## config.mk

```make
export PLATFORM = sky130hd
export DESIGN_NAME = ipd_sample_sequencer
export DESIGN_NICKNAME = d
export VERILOG_FILES = /design/src/rtl/ipd_pkg.sv /design/src/rtl/sample_tick_gen.sv /design/src/rtl/ipd_sample_sequencer.sv
export SDC_FILE = /design/constraint.sdc
export NUM_CORES = 1
export LEC_CHECK = 0
export BUFFER_PORTS_ARGS = -buffer_cell sky130_fd_sc_hd__buf_2
export CAP_MARGIN = 20
export CORE_MARGIN = 1.5
export CORE_UTILIZATION = 56
export CTS_CLUSTER_DIAMETER = 50
export DETAILED_ROUTE_END_ITERATION = 10
export HOLD_SLACK_MARGIN = 0.03
export PLACE_DENSITY = 0.85
export SLEW_MARGIN = 10
export SYNTH_ARGS = -nofsm -noshare
export SYNTH_HDL_FRONTEND = slang
export SYNTH_SLANG_ARGS = --single-unit
```

## constraint.sdc

```tcl
create_clock -name clock -period 5.17 [get_ports clock]
set_input_delay 0.7755 -clock clock [delete_from_list [all_inputs] [get_ports clock]]
set_output_delay 0.7755 -clock clock [all_outputs]
set_load 0.05 [all_outputs]
```

## src/rtl/ipd_pkg.sv

```systemverilog
// Shared constants, FSM state encoding and duty saturation for the I-PD sample sequencer.
//   DATA_W : width of setpoint / measurement / IPD result (two's complement)
//   PWM_W  : width of the unsigned PWM duty word
package ipd_pkg;

  localparam int unsigned DATA_W = 19;
  localparam int unsigned PWM_W  = 12;

  typedef enum logic [2:0] {
    ST_IDLE      = 3'd0,
    ST_WAIT_TICK = 3'd1,
    ST_ACQ       = 3'd2,
    ST_COMPUTE   = 3'd3,
    ST_WAIT_RES  = 3'd4,
    ST_UPDATE    = 3'd5
  } state_e;

  // Clamp a signed IPD result into the unsigned duty range [0, 2^PWM_W-1].
  function automatic logic [PWM_W-1:0] sat_duty(input logic [DATA_W-1:0] x);
    logic [DATA_W-1:0] lim;
    lim = {{(DATA_W-PWM_W){1'b0}}, {PWM_W{1'b1}}};
    if (x[DATA_W-1]) begin
      return '0;
    end else if (x > lim) begin
      return '1;
    end else begin
      return x[PWM_W-1:0];
    end
  endfunction

endpackage

```

## src/rtl/sample_tick_gen.sv

```systemverilog
// Sample-period down-counter: produces a one-cycle tick every SAMPLE_DIV enabled cycles.
//   clock, reset : system clock, async active-low reset
//   load_i       : reload counter with SAMPLE_DIV-1 (has priority over en_i)
//   en_i         : count down while high; wraps to SAMPLE_DIV-1 after 0
//   tick_c       : combinational, high while enabled and the counter is 0
module sample_tick_gen #(
  parameter int unsigned SAMPLE_DIV = 50000
) (
  input  logic clock,
  input  logic reset,
  input  logic load_i,
  input  logic en_i,
  output logic tick_c
);

  localparam int unsigned CNT_W = $clog2(SAMPLE_DIV);
  localparam logic [CNT_W-1:0] RELOAD = CNT_W'(SAMPLE_DIV - 1);

  logic [CNT_W-1:0] cnt_q;
  logic [CNT_W-1:0] cnt_d;

  // Next count: load, wrap at zero, or decrement.
  always_comb begin
    cnt_d = cnt_q;
    if (load_i) begin
      cnt_d = RELOAD;
    end else if (en_i) begin
      cnt_d = (cnt_q == '0) ? RELOAD : cnt_q - CNT_W'(1);
    end
  end

  always_ff @(posedge clock or negedge reset) begin
    if (!reset) begin
      cnt_q <= '0;
    end else begin
      cnt_q <= cnt_d;
    end
  end

  assign tick_c = en_i && (cnt_q == '0);

endmodule

```

## src/rtl/ipd_sample_sequencer.sv

```systemverilog
// Runs one I-PD control iteration per sample period: trigger the ADC, latch the
// measurement and setpoint, pulse the IPD, wait for its result, saturate to PWM duty.
//   clock, reset            : system clock, async active-low reset
//   run, clear_flags        : loop enable (level), sticky-flag clear (pulse)
//   referencia_in           : host setpoint
//   adc_start/adc_done/adc_data : ADC handshake and measured position
//   referencia, y_k         : held operands to the IPD datapath
//   ipd_enable, ipd_reset   : IPD compute and clear strobes
//   salida_IPD              : IPD result
//   duty, duty_valid        : saturated PWM duty and its update strobe
//   busy, overrun, adc_timeout : status
module ipd_sample_sequencer
  import ipd_pkg::*;
#(
  parameter int unsigned SAMPLE_DIV  = 50000,
  parameter int unsigned ADC_TIMEOUT = 1024,
  parameter int unsigned IPD_LAT     = 2
) (
  input  logic              clock,
  input  logic              reset,
  input  logic              run,
  input  logic              clear_flags,
  input  logic [DATA_W-1:0] referencia_in,
  output logic              adc_start,
  input  logic              adc_done,
  input  logic [DATA_W-1:0] adc_data,
  output logic [DATA_W-1:0] referencia,
  output logic [DATA_W-1:0] y_k,
  output logic              ipd_enable,
  output logic              ipd_reset,
  input  logic [DATA_W-1:0] salida_IPD,
  output logic [PWM_W-1:0]  duty,
  output logic              duty_valid,
  output logic              busy,
  output logic              overrun,
  output logic              adc_timeout
);

  localparam int unsigned TO_W  = (ADC_TIMEOUT > 1) ? $clog2(ADC_TIMEOUT) : 1;
  localparam int unsigned LAT_W = $clog2(IPD_LAT + 1);

  state_e            state_q, state_d;
  logic              run_q;
  logic [TO_W-1:0]   to_cnt_q, to_cnt_d;
  logic [LAT_W-1:0]  lat_cnt_q, lat_cnt_d;
  logic [DATA_W-1:0] ref_q, ref_d;
  logic [DATA_W-1:0] yk_q, yk_d;
  logic [PWM_W-1:0]  duty_q, duty_d;
  logic              adc_start_q, adc_start_d;
  logic              ipd_enable_q, ipd_enable_d;
  logic              ipd_reset_q, ipd_reset_d;
  logic              duty_valid_q, duty_valid_d;
  logic              busy_q, busy_d;
  logic              overrun_q, overrun_d;
  logic              timeout_q, timeout_d;

  logic tick_load;
  logic tick_en;
  logic tick;

  // Counter only runs while the loop is armed; IDLE freezes it until the next run rise.
  assign tick_en = run && (state_q != ST_IDLE);

  sample_tick_gen #(
    .SAMPLE_DIV (SAMPLE_DIV)
  ) u_tick (
    .clock  (clock),
    .reset  (reset),
    .load_i (tick_load),
    .en_i   (tick_en),
    .tick_c (tick)
  );

  // Next-state and registered-output logic.
  always_comb begin
    state_d      = state_q;
    to_cnt_d     = to_cnt_q;
    lat_cnt_d    = lat_cnt_q;
    ref_d        = ref_q;
    yk_d         = yk_q;
    duty_d       = duty_q;
    adc_start_d  = 1'b0;
    ipd_enable_d = 1'b0;
    ipd_reset_d  = 1'b0;
    duty_valid_d = 1'b0;
    overrun_d    = overrun_q & ~clear_flags;
    timeout_d    = timeout_q & ~clear_flags;
    tick_load    = 1'b0;

    if ((state_q != ST_IDLE) && !run) begin
      // Loop stopped: force a safe zero duty and announce it.
      state_d      = ST_IDLE;
      duty_d       = '0;
      duty_valid_d = 1'b1;
    end else begin
      // A tick outside WAIT_TICK is dropped; the running iteration carries on.
      if (tick && (state_q != ST_WAIT_TICK)) begin
        overrun_d = 1'b1;
      end

      case (state_q)
        ST_IDLE: begin
          if (run && !run_q) begin
            ipd_reset_d = 1'b1;
            tick_load   = 1'b1;
            state_d     = ST_WAIT_TICK;
          end
        end
        ST_WAIT_TICK: begin
          if (tick) begin
            adc_start_d = 1'b1;
            to_cnt_d    = '0;
            state_d     = ST_ACQ;
          end
        end
        ST_ACQ: begin
          if (adc_done) begin
            yk_d         = adc_data;
            ref_d        = referencia_in;
            ipd_enable_d = 1'b1;
            state_d      = ST_COMPUTE;
          end else if (to_cnt_q == TO_W'(ADC_TIMEOUT - 1)) begin
            timeout_d = 1'b1;
            state_d   = ST_WAIT_TICK;
          end else begin
            to_cnt_d = to_cnt_q + TO_W'(1);
          end
        end
        ST_COMPUTE: begin
          lat_cnt_d = LAT_W'(IPD_LAT);
          state_d   = ST_WAIT_RES;
        end
        ST_WAIT_RES: begin
          // Last wait cycle: salida_IPD is valid at this edge.
          if (lat_cnt_q == LAT_W'(1)) begin
            duty_d       = sat_duty(salida_IPD);
            duty_valid_d = 1'b1;
            state_d      = ST_UPDATE;
          end else begin
            lat_cnt_d = lat_cnt_q - LAT_W'(1);
          end
        end
        ST_UPDATE: begin
          state_d = ST_WAIT_TICK;
        end
        default: begin
          state_d = ST_IDLE;
        end
      endcase
    end

    busy_d = (state_d == ST_ACQ) || (state_d == ST_COMPUTE) ||
             (state_d == ST_WAIT_RES) || (state_d == ST_UPDATE);
  end

  // State and output registers.
  always_ff @(posedge clock or negedge reset) begin
    if (!reset) begin
      state_q      <= ST_IDLE;
      run_q        <= 1'b0;
      to_cnt_q     <= '0;
      lat_cnt_q    <= '0;
      ref_q        <= '0;
      yk_q         <= '0;
      duty_q       <= '0;
      adc_start_q  <= 1'b0;
      ipd_enable_q <= 1'b0;
      ipd_reset_q  <= 1'b0;
      duty_valid_q <= 1'b0;
      busy_q       <= 1'b0;
      overrun_q    <= 1'b0;
      timeout_q    <= 1'b0;
    end else begin
      state_q      <= state_d;
      run_q        <= run;
      to_cnt_q     <= to_cnt_d;
      lat_cnt_q    <= lat_cnt_d;
      ref_q        <= ref_d;
      yk_q         <= yk_d;
      duty_q       <= duty_d;
      adc_start_q  <= adc_start_d;
      ipd_enable_q <= ipd_enable_d;
      ipd_reset_q  <= ipd_reset_d;
      duty_valid_q <= duty_valid_d;
      busy_q       <= busy_d;
      overrun_q    <= overrun_d;
      timeout_q    <= timeout_d;
    end
  end

  assign adc_start   = adc_start_q;
  assign referencia  = ref_q;
  assign y_k         = yk_q;
  assign ipd_enable  = ipd_enable_q;
  assign ipd_reset   = ipd_reset_q;
  assign duty        = duty_q;
  assign duty_valid  = duty_valid_q;
  assign busy        = busy_q;
  assign overrun     = overrun_q;
  assign adc_timeout = timeout_q;

endmodule

```

=== Word level (Yosys, flattened, before mapping) ===
Cells that the tools add are included.
W data, S select, Z words.

* Register bits: 89
* Input port bits: 62
* Output and inout port bits: 57
* Logic and storage cells: 100

* $add $sub $neg: 3
* Order comparisons: 1
* Equality and inequality tests: 16
* Mux-type cells: 39
* Bitwise gates (word level): 4
* Reductions and logical operators: 22

{| class="wikitable"
|+ Operators with widths
! operator !! count
|-
| $mux W12 || 5
|-
| $mux W16 || 3
|-
| $mux W10 || 3
|-
| $pmux W10 S2 || 1
|-
| $gt A19 B12 Y1 const B || 1
|-
| $mux W1 || 18
|-
| $mux W3 || 6
|-
| $pmux W3 S6 || 1
|-
| $logic_not A16 Y1 || 1
|-
| $sub A16 B1 Y16 const B || 1
|-
| $eq A3 B2 Y1 const B || 4
|-
| $eq A3 B3 Y1 const B || 4
|-
| $add A10 B1 Y10 const B || 1
|-
| $eq A10 B10 Y1 const B || 1
|-
| $reduce_bool A2 Y1 || 5
|-
| $ne A2 B2 Y1 const B || 4
|-
| $reduce_and A3 Y1 || 2
|-
| $logic_and A1 B1 Y1 || 5
|-
| $reduce_and A5 Y1 || 1
|-
| $pmux W2 S2 || 1
|-
| $eq A3 B1 Y1 const B || 1
|-
| $logic_not A3 Y1 || 1
|-
| $logic_or A1 B1 Y1 || 3
|-
| $ne A3 B1 Y1 const B || 1
|-
| 8 further kinds || 11
|}

=== Logic depth before layout (Yosys ltp) ===
* Word-level depth: 10
* Gate-level depth with buffers: 7
* Mapped depth without buffers: 6

=== Modules after synthesis ===
Synthesis repeated with hierarchy kept, for this count alone.

* Cells, all modules: 363
* Area, all modules: 4065.1 µm²

{| class="wikitable"
|+ Modules (own cells, without submodules)
! module !! instances !! cells each !! area an instance (µm²)
|-
| ipd_sample_sequencer || 1 || 270 || 3175.5
|-
| sample_tick_gen || 1 || 93 || 889.6
|}

=== Worst setup path before layout ===
Ideal clock, no wire load.

* Kind: input to register
* Start: input port run
* End: register ref_q[15], in the netlist referencia[15]
* Data arrival time: 1.947 ns
* Path slack: 3.098 ns
* Stages: 6
* Cells stage by stage: buf_2 -> and4bb_4 -> nand2_1 -> buf_2 -> buf_4 -> mux2_2

* Longest elaborated chain between the ends: 4

{| class="wikitable"
|+ RTL lines
! item !! line !! RTL
|-
| start, declared || ipd_sample_sequencer.sv:21 || <nowiki>input logic run,</nowiki>
|-
| $logic_not A1 Y1 || ipd_sample_sequencer.sv:90 || <nowiki>if ((state_q != ST_IDLE) && !run) begin</nowiki>
|-
| $logic_and A1 B1 Y1 || ipd_sample_sequencer.sv:90 ||
|-
| $not A1 Y1 (no source line) || -- ||
|-
| $reduce_and A3 Y1 (no source line) || -- ||
|-
| end signal, assigned || ipd_sample_sequencer.sv:178 || <nowiki>ref_q <= ref_d;</nowiki>
|-
| end, declared || ipd_sample_sequencer.sv:46 || <nowiki>logic [DATA_W-1:0] ref_q, ref_d;</nowiki>
|}

Every way passes these cells.
A chain may end at the register's enable or synchronous reset.

=== Worst setup path in the final report ===
* Start: register u_tick.cnt_q[4]
* End: register busy_q, in the netlist busy

* Longest elaborated chain between the ends: 9
* Elaborated cells between the ends (all ways): 12

{| class="wikitable"
|+ RTL lines
! item !! line !! RTL
|-
| start, declared || sample_tick_gen.sv:19 || <nowiki>logic [CNT_W-1:0] cnt_q;</nowiki>
|-
| start signal, assigned || sample_tick_gen.sv:36 || <nowiki>cnt_q <= cnt_d;</nowiki>
|-
| $logic_not A16 Y1 * || sample_tick_gen.sv:40 || <nowiki>assign tick_c = en_i && (cnt_q == '0);</nowiki>
|-
| $logic_and A1 B1 Y1 * || sample_tick_gen.sv:40 ||
|-
| $mux W3 * || ipd_sample_sequencer.sv:110 || <nowiki>if (tick) begin</nowiki>
|-
| $pmux W3 S6 * || ipd_sample_sequencer.sv:101 || <nowiki>case (state_q)</nowiki>
|-
| $mux W3 * || ipd_sample_sequencer.sv:90 ||
|-
| $eq A3 B2 Y1 || ipd_sample_sequencer.sv:152 || <nowiki>busy_d = (state_d == ST_ACQ) || (state_d == ST_COMPUTE) ||</nowiki>
|-
| $logic_or A1 B1 Y1 (2 in series) || ipd_sample_sequencer.sv:152 ||
|-
| $logic_or A1 B1 Y1 * || ipd_sample_sequencer.sv:153 || <nowiki>(state_d == ST_WAIT_RES) || (state_d == ST_UPDATE);</nowiki>
|-
| named net busy_d || ipd_sample_sequencer.sv:53 || <nowiki>logic busy_q, busy_d;</nowiki>
|-
| end signal, assigned || ipd_sample_sequencer.sv:185 || <nowiki>busy_q <= busy_d;</nowiki>
|-
| end, declared || ipd_sample_sequencer.sv:53 ||
|}

The timed path passes the listed nets; every way through them passes the cells marked *.

==> results by stage <==
Clock tree:
- The register clock-pin slew on the reported worst setup and hold paths is 80 ps.
- The number of buffers added by the clock tree synthesis step is 9.
- Buffers inserted to repair hold after CTS numbered 0.
- The number of cells upsized or downsized after cts is 0.
- The clock passes through at most 2 buffers.
- The number of post-CTS setup repair buffers is 0.
- TritonCTS built the clock tree.
- The master cell of the clock root buffer is sky130_fd_sc_hd__clkbuf_8.
- The number of H-tree levels is 3.
- The later pin in the worst-skew pair is clocked with a latency of 340 ps.
- The sink count of the clock tree is 89.

Global routing:
- The initial antenna violation count is 0.
- The wire length of the first global-routing pass is 14.08 mm.
- The via count of the first global-routing pass was 3128.
- In the global route stage, overall resource usage came out at 23.33%.
- The pin count of the biggest net entering global routing is 59.
- For this run the aggregate overflow at the end of global routing stands at 0.

Yosys:
- The net count of the mapped netlist is 428.
- Synthesis inferred 89 register bits.
- The leading area contributor after synthesis is sky130_fd_sc_hd__dfrtp_1.
- The area share of the largest cell type after synthesis is 53.97%.
- The post-synthesis instance area is 4126 µm².
- The share of the Yosys chip area taken by registers is 53.97%.
- In this run, synthesis inferred 0 flip-flops with an integrated enable.
- The share of flip-flops with an asynchronous set or reset after synthesis is 100.0%.
- The number of warnings reported in the yosys synthesis log is 0.
- The mean post-synth cell area is 11.40 µm².
- The synthesized netlist cell count is 362.
- The most frequently used flop master after synthesis is sky130_fd_sc_hd__dfrtp_1.
- The number of unique standard cell types used by synthesis is 65.
- Ranked by total cell area, the synthesized netlist is headed by sky130_fd_sc_hd__dfrtp_1 54%, sky130_fd_sc_hd__mux2_2 9.6%, sky130_fd_sc_hd__nand2_1 2.3%.

Flow run:
- The max-cap violation count is 0.

Power:
- The worst-case IR drop observed on VDD is 0.2070 mV.
- The leakage power summed over all cells is 2.540 nW.
- The total power draw is 0.001279 W.
- Power spread over the standard cell area amounts to 258.0 nW/µm².

Timing:
- The total of endpoints with negative setup slack in the final report is 0.
- At the pin with the least slew margin, the transition time is 978.4 ps.
- The final number of max-transition violations is 0.
- Setup total negative slack on the finished layout was measured at 0 ps.
- Static timing analysis puts the maximum clock frequency at 420.6 MHz.
- The clock arrives with 6.349 ps of skew.
- The worst pin sits at a relative slew slack of 34.64%.
- The final count of hold timing violations is 0.
- The minimum period implied by the final worst setup slack is 2378 ps.
- After layout, the worst path uses 45.99% of the clock period.
- On the final layout, the worst hold slack is 350.4 ps.
- Setup repair after global routing left no endpoint under its margin.

Floorplan:
- Once the floorplan was initialized, standard cells occupied 57.51% of the core.
- 119 I/O pins were placed.
- The core box area is 7176 µm².
- The row count is 31.
- The die height is 88.84 µm.
- The area enclosed by the die boundary is 7893 µm².
- From left edge to right edge, the die measures 88.84 µm.

Setup path:
- The critical path is of the reg2reg type.
- For the worst setup path, the data arrival time is 2660 ps.
- The worst setup path is launched from a register.
- The endpoint class of the critical path is a register.
- The worst endpoint required time is 5450 ps.
- The highest fanout seen on the critical path is 18.

Route:
- The final routed wire length divided by cell count is 15.99 µm.
- The detailed-route DRC error count is 0.
- The initial DRC count is 222.
- The number of optimization iterations in the first detailed-route pass is 5.
- The final layout contains routed wiring with a total length of 9.209 mm.
- Summing over every cut layer, the via total after detailed routing is 3286.
- In the routed layout, each cell is associated on average with a via count of 5.705.
- The number of routed nets with antenna violations is 0.

Status:
- The run finished with clean final reports.

Final layout:
- In the final layout, the share of cells above drive strength 1 is 38.36%.
- From synthesis to final layout, the design area changed by 20.19%.
- The finished layout cell area is 4960 µm².
- The most common library cell in the layout ignoring fill and taps is sky130_fd_sc_hd__buf_2.
- The number of antenna diodes in the final layout is 0.
- In the layout the commonest cells are 117 x sky130_fd_sc_hd__buf_2, 89 x sky130_fd_sc_hd__dfrtp_1, 35 x sky130_fd_sc_hd__mux2_2.
- After filler insertion, the fill cell instance count of the layout stands at 554.
- After the last flow step, the layout net total stands at 540.

Worst hold path:
- The path class of the lowest-slack min-delay path is in2async.

Placement:
- The placed instances occupy a cell area of 4770 µm².
- The count of buffers added on input and output ports is 118.
- Detailed placement ended at an HPWL of 6.524 mm.
- The weighted congestion at the end of routability-driven global placement is 0.8332.
[per-layer routing]
layer,share of wire (%),track usage (%)
met5,0,0
met4,0.93,8.239
met3,3.6,6.530
met2,52,38.98
met1,43,29.10
[cells in the mapped netlist (all sizes together), types with 2 or more instances]
library cell   n
mux2          39
ha             4
nor4           6
a21oi         12
o32ai          2
or4b           2
nor4b          2
nand2         25
nand4b         4
buf           13
nor3b          3
xor2           4
o21bai         2
nand3         13
nor3           6
or4            6
mux2i          2
nor2          21
inv           13
and4           3
and2           2
o21ai         23
o22ai          2
o21a           2
clkbuf         6
nor2b          2
a22oi          2
or3            6
xnor2          2
nand4          7
o211ai         4
o211a          2
dfrtp         89
o31ai          6
a31oi          9
[layout make-up]
type	instances	area, µm²	share of cell area, %
inverter	13	48.80	0.9839
multi-input combinational	241	1762	35.52
tap	99	123.9	2.497
clock buffer	10	137.6	2.775
clock inverter	4	52.55	1.060
sequential	89	2227	44.90
timing repair buffer	120	608.1	12.26
[path summary, 6_finish.rpt]
path | slack [ps] | endpoint | cells past startpoint | from
worst max-delay path | 2790 | busy | 4 | u_tick.cnt_q[4]
worst min-delay path | 350 | u_tick.cnt_q[7] | 1 | reset
worst max register to register | 2790 | busy | 4 | u_tick.cnt_q[4]
min in group clock | 490 | duty[1] | 2 | duty[1]
worst min register to register | 490 | duty[1] | 2 | duty[1]
max in group asynchronous | 3770 | to_cnt_q[7] | 2 | reset
[worst max-delay path, cell delays in order (launching register included)]
cell and delay, ps:
sky130_fd_sc_hd__dfrtp_1 460, sky130_fd_sc_hd__nor4_4 540, sky130_fd_sc_hd__nand4_4 350, sky130_fd_sc_hd__nor2_1 730
sky130_fd_sc_hd__o31a_1 240
[stage by stage]
stage	util, %	std cells	setup slack [ps]
6_report	69.12	576	2792
3_3_place_gp	66.47	562	2740
5_1_grt	69.12	576	2606
4_1_cts	69.12	576	2780
2_1_floorplan	-	362	3098
3_5_place_dp	66.47	562	2701
[where the power goes]
group | internal [W] | switching [W] | leakage (nW)
Combinational | 0.0000365 | 0.0000561 | 1.26
Clock | 0.000233 | 0.000238 | 0.0986
Sequential | 0.000704 | 0.0000122 | 1.18
Total | 0.000973 | 0.000306 | 2.54
[flip-flops by register name (all words and copies together), names as in the netlist]
| signal | count |
|---|---|
| adc_start | 1 |
| adc_timeout | 1 |
| busy | 1 |
| duty | 12 |
| duty_valid | 1 |
| ipd_enable | 1 |
| ipd_reset | 1 |
| lat_cnt_q | 2 |
| overrun | 1 |
| referencia | 19 |
| run_q | 1 |
| state_q | 3 |
| to_cnt_q | 10 |
| u_tick.cnt_q | 16 |
| y_k | 19 |
[logic make-up after synthesis]
family | count (synthesis) | share of synthesized area [%]
adder cells (fa/ha/maj) | 4 | 1.213
XOR/XNOR | 6 | 1.273
flip-flops | 89 | 53.97
AND/OR/NAND/NOR | 113 | 16.71
AO/OA/AOI/OAI | 77 | 12.28
multiplexers | 41 | 11.22
buffers and inverters | 32 | 3.335
No activity file was read; power rests on OpenSTA's default activity.
